--- src/rtl/oiia_uart_tx.sv ---
// Serial byte transmitter: valid/ready byte input, one registered tx pin carrying
// start bit, 8 data bits LSB first, optional parity and 1 or 2 stop bits.
module oiia_uart_tx #(
    parameter int CLKS_PER_BIT = 16,
    parameter int PARITY_EN    = 0,
    parameter int PARITY_ODD   = 0,
    parameter int STOP_BITS    = 1
) (
    input  logic       clk,
    input  logic       rst,
    input  logic [7:0] tx_data,
    input  logic       tx_valid,
    output logic       tx_ready,
    output logic       tx,
    output logic       busy
);

    if (CLKS_PER_BIT < 2 || CLKS_PER_BIT > 65535) begin : g_bad_cpb
        $error("oiia_uart_tx: CLKS_PER_BIT must be in 2..65535");
    end
    if (STOP_BITS != 1 && STOP_BITS != 2) begin : g_bad_stop
        $error("oiia_uart_tx: STOP_BITS must be 1 or 2");
    end
    if (PARITY_EN != 0 && PARITY_EN != 1) begin : g_bad_pen
        $error("oiia_uart_tx: PARITY_EN must be 0 or 1");
    end
    if (PARITY_ODD != 0 && PARITY_ODD != 1) begin : g_bad_podd
        $error("oiia_uart_tx: PARITY_ODD must be 0 or 1");
    end

    localparam logic [15:0] BAUD_LAST = 16'(CLKS_PER_BIT - 1);
    localparam logic        HAS_PAR   = (PARITY_EN != 0);
    localparam logic        ODD_BIT   = (PARITY_ODD != 0);
    localparam logic        STOP_LAST = (STOP_BITS == 2);

    typedef enum logic [2:0] {
        S_IDLE,
        S_START,
        S_DATA,
        S_PARITY,
        S_STOP
    } state_t;

    state_t      state_q;
    logic [15:0] baud_q;
    logic [2:0]  bit_q;
    logic        stop_q;
    logic [7:0]  shift_q;
    logic        par_q;
    logic        tx_q;
    logic        busy_q;

    logic baud_tc;
    logic accept;

    assign baud_tc  = (baud_q == BAUD_LAST);
    assign tx_ready = (state_q == S_IDLE) && !rst;
    assign accept   = tx_valid && tx_ready;
    assign tx       = tx_q;
    assign busy     = busy_q;

    always_ff @(posedge clk) begin
        if (rst) begin
            state_q <= S_IDLE;
            baud_q  <= 16'd0;
            bit_q   <= 3'd0;
            stop_q  <= 1'b0;
            shift_q <= 8'd0;
            par_q   <= 1'b0;
            tx_q    <= 1'b1;
            busy_q  <= 1'b0;
        end else begin
            if (state_q == S_IDLE) begin
                baud_q <= 16'd0;
            end else begin
                baud_q <= baud_tc ? 16'd0 : baud_q + 16'd1;
            end

            case (state_q)
                S_IDLE: begin
                    if (accept) begin
                        // Parity is taken from the byte as latched, so later
                        // tx_data activity cannot disturb it.
                        shift_q <= tx_data;
                        par_q   <= (^tx_data) ^ ODD_BIT;
                        bit_q   <= 3'd0;
                        stop_q  <= 1'b0;
                        busy_q  <= 1'b1;
                        tx_q    <= 1'b0;
                        state_q <= S_START;
                    end
                end
                S_START: begin
                    if (baud_tc) begin
                        tx_q    <= shift_q[0];
                        state_q <= S_DATA;
                    end
                end
                S_DATA: begin
                    if (baud_tc) begin
                        if (bit_q == 3'd7) begin
                            if (HAS_PAR) begin
                                tx_q    <= par_q;
                                state_q <= S_PARITY;
                            end else begin
                                tx_q    <= 1'b1;
                                state_q <= S_STOP;
                            end
                        end else begin
                            bit_q   <= bit_q + 3'd1;
                            shift_q <= shift_q >> 1;
                            tx_q    <= shift_q[1];
                        end
                    end
                end
                S_PARITY: begin
                    if (baud_tc) begin
                        tx_q    <= 1'b1;
                        state_q <= S_STOP;
                    end
                end
                S_STOP: begin
                    if (baud_tc) begin
                        if (stop_q == STOP_LAST) begin
                            busy_q  <= 1'b0;
                            tx_q    <= 1'b1;
                            state_q <= S_IDLE;
                        end else begin
                            stop_q <= 1'b1;
                        end
                    end
                end
                default: begin
                    tx_q    <= 1'b1;
                    busy_q  <= 1'b0;
                    state_q <= S_IDLE;
                end
            endcase
        end
    end

endmodule

--- config.mk ---
export PLATFORM = sky130hd
export DESIGN_NAME = oiia_uart_tx
export DESIGN_NICKNAME = d
export VERILOG_FILES = /design/src/rtl/oiia_uart_tx.sv
export SDC_FILE = /design/constraint.sdc
export NUM_CORES = 1
export LEC_CHECK = 0
export CORE_ASPECT_RATIO = 0.6
export CORE_UTILIZATION = 33
export CTS_BUF_LIST = sky130_fd_sc_hd__clkbuf_16
export DETAILED_ROUTE_END_ITERATION = 16
export GPL_ROUTABILITY_DRIVEN = 0
export SLEW_MARGIN = 5
export SYNTH_ARGS = -nofsm -noshare
export SYNTH_HDL_FRONTEND = slang
export SYNTH_SLANG_ARGS = --single-unit
export TNS_END_PERCENT = 20
--- constraint.sdc ---
create_clock -name clk -period 4.8 [get_ports clk]
set_input_delay 0.48 -clock clk [delete_from_list [all_inputs] [get_ports clk]]
set_output_delay 0.48 -clock clk [all_outputs]
set_load 0.01 [all_outputs]
==> metrics.txt <==
initial antenna violation count=0; async set or reset register ratio after synthesis=0; Vias/cell=4.74; Synth Area in Adders=0.0232; Die ar.=5200 um^2; Final setup viols=0; GRT Residual Overflow=0; Post-CTS Setup Repair Bufs=0; CP max FO=23; Top Ports=14; TritonCTS clock tree=done; mux contribution to synthesized area=0.137; DIE HEIGHT=56.3 um; Pwr Density=323 nW/um^2; wire per inst=12.2 um; share of layout cells above drive strength 1=0.109; R2R Setup Slk=2560 ps; actual slew at the worst max-slew pin=960 ps; hold buffers post-CTS=0; first-pass GRT wire length=5.21 mm; DR DRC count=0; max cap viols=0; Reg2Reg Depth=5; Pleak=0.000702 uW; Mapped Nets=185; simple-gate share of the synthesized area=0.267; HPWL after detailed placement=2.20 mm; slew margin rel.=0.357; clock-pin slew on the worst setup and hold paths=50 ps; register area share after synthesis=0.396; final core utilization=0.414; ys flop type=dfxtp_1; largest family of logic cells by synthesized area=simple AND/OR/NAND/NOR gates; Rows=19; drt pass-1 iters=4; Setup Total Neg Slack=0 ps; FF-to-FF End=shift_q[0]; commonest non-fill, non-tap cells in the layout=32 x dfxtp_1, 22 x nor2_1, 13 x nand2_1, 13 x clkdlybuf4s50_1, 12 x mux2i_1; WS Path Type=in -> out; WHS Path Cells=2; Final Hold Fails=0; htree depth=2; Inserted Diodes=0; largest net degree at the start of global routing=24; Synth Area per Inst=9.47 um^2; core outline area=4640 um^2; synth unique cells=40; Longest Clk Path Bufs=2; Clk Latency, worst-skew pair=280 ps; fin crit period=2770 ps; Final Total Pwr=620 uW; Total GRT Usage=0.129; routed vias=1172; DRT iter0 DRCs=78; Tcrit/Tclk final=0.577; HP Class=reg -> reg; run status=completed; unrepaired setup endpoints after global routing=false; CTS sink cnt=32; Post-CTS Resized=0; Area Overhead vs Synth=18.5%; Yosys reg bits=32; CTS Buf Count=5; max-slew violations=0; worst hold margin=468 ps; Req. time, crit path=4320 ps; Root Buffer=clkbuf_16; RR Startpoint=baud_q[0]; Synth Cell Area=1620 um^2; worst-case clock skew=4.75 ps; element type at the critical path start=input port; nets=197; cell count after synthesis=171; xor and xnor area share after synthesis=0.0595; vias in the first global route=1045; Hold EP=bit_q[2]; VDD IR-drop max=0.152 mV; synthesis warning total=0; maximum clock frequency=361 MHz; crit path DAT=2290 ps; Initial Util=0.349; port bufs=13; most common cell after layout, fill and taps aside=dfxtp_1; ANT nets after route=0; width of the die=92.4 um; complex-gate fraction of the synthesized area=0.0788; final wirelength=3.02 mm; hold path startpoint=bit_q[2]; Critical Path End Type=output port; Post-synth EDFFs=0
through the flow:
stage	setup WS, ps	area (um^2)	instances
floorplan	3070	1620	171
global placement	1920	1780	239
detailed placement	1920	1780	239
CTS	2020	1920	247
global route	1910	1920	247
finish	2030	1920	247
logic make-up (layout without fill, tap and decap cells):
| family | Yosys count | in the layout |
|---|---|---|
| muxes | 19 | 19 |
| xor gates and xnor gates | 11 | 11 |
| AOI/OAI and AO/OA | 19 | 19 |
| DFF | 32 | 32 |
| adders and majority gates | 3 | 3 |
| and+or+nand+nor | 76 | 76 |
| buffers and inverters | 11 | 24 |
cell type report:
type                       instances  area (um^2)
sequential                        32          641
timing repair buffer              13          130
inverter                           3         11.3
multi-input combinational        128          920
clock inverter                     3         13.8
tap                               63         78.8
clock buffer                       5          125
fill                             469         2720
per-layer routing:
metal / GRT usage / part of all wire
met5: 0 / 0
met1: 0.219 / 0.63
met2: 0.141 / 0.33
met4: 0.0402 / 0.0076
met3: 0.0407 / 0.028
sequential cells by signal, summed over array words and instances (netlist names):
| name | flops |
|---|---|
| baud_q | 16 |
| shift_q | 8 |
| bit_q | 3 |
| state_q | 3 |
| busy | 1 |
| tx | 1 |
worst max path at each step:
stage                 end  slack, ps  depth (start not counted)     start
2_1_floorplan  shift_q[1]       3070                          6  bit_q[0]
3_3_place_gp   shift_q[0]       1920                          5       rst
3_5_place_dp   shift_q[0]       1920                          5       rst
4_1_cts          tx_ready       2020                          3       rst
5_1_grt          tx_ready       1910                          3       rst
6_report         tx_ready       2030                          3       rst
synthesized netlist by cell type (3+ instances only):
cell / instances / area [um^2]
xor2_1: 8 / 70.1
or4_1: 3 / 22.5
nor4_2: 3 / 37.5
nor3_1: 3 / 15.0
and4_1: 5 / 43.8
dfxtp_1: 32 / 641
a21oi_1: 5 / 25.0
buf_2: 3 / 15.0
o31ai_1: 3 / 22.5
nand3_1: 6 / 30.0
nor2_1: 22 / 82.6
nand2_1: 13 / 48.8
nand4_1: 5 / 31.3
nor2b_1: 7 / 43.8
mux2i_1: 12 / 120
and3_1: 3 / 18.8
xnor2_1: 3 / 26.3
o21ai_0: 3 / 15.0
ha_1: 3 / 37.5
mux2_4: 6 / 90.1
power by group:
part | leakage [uW] | internal (uW) | total (uW) | switching, uW
clock network | 0.0000710 | 188 | 297 | 109
logic | 0.000372 | 25.0 | 44.3 | 19.4
registers | 0.000260 | 273 | 279 | 5.79
critical path, cell delays in order:
cell,delay (ps)
clkdlybuf4s50_1,840
nor4_4,370
clkdlybuf4s50_1,600
Note: power is estimated with default switching activity, not from simulation.
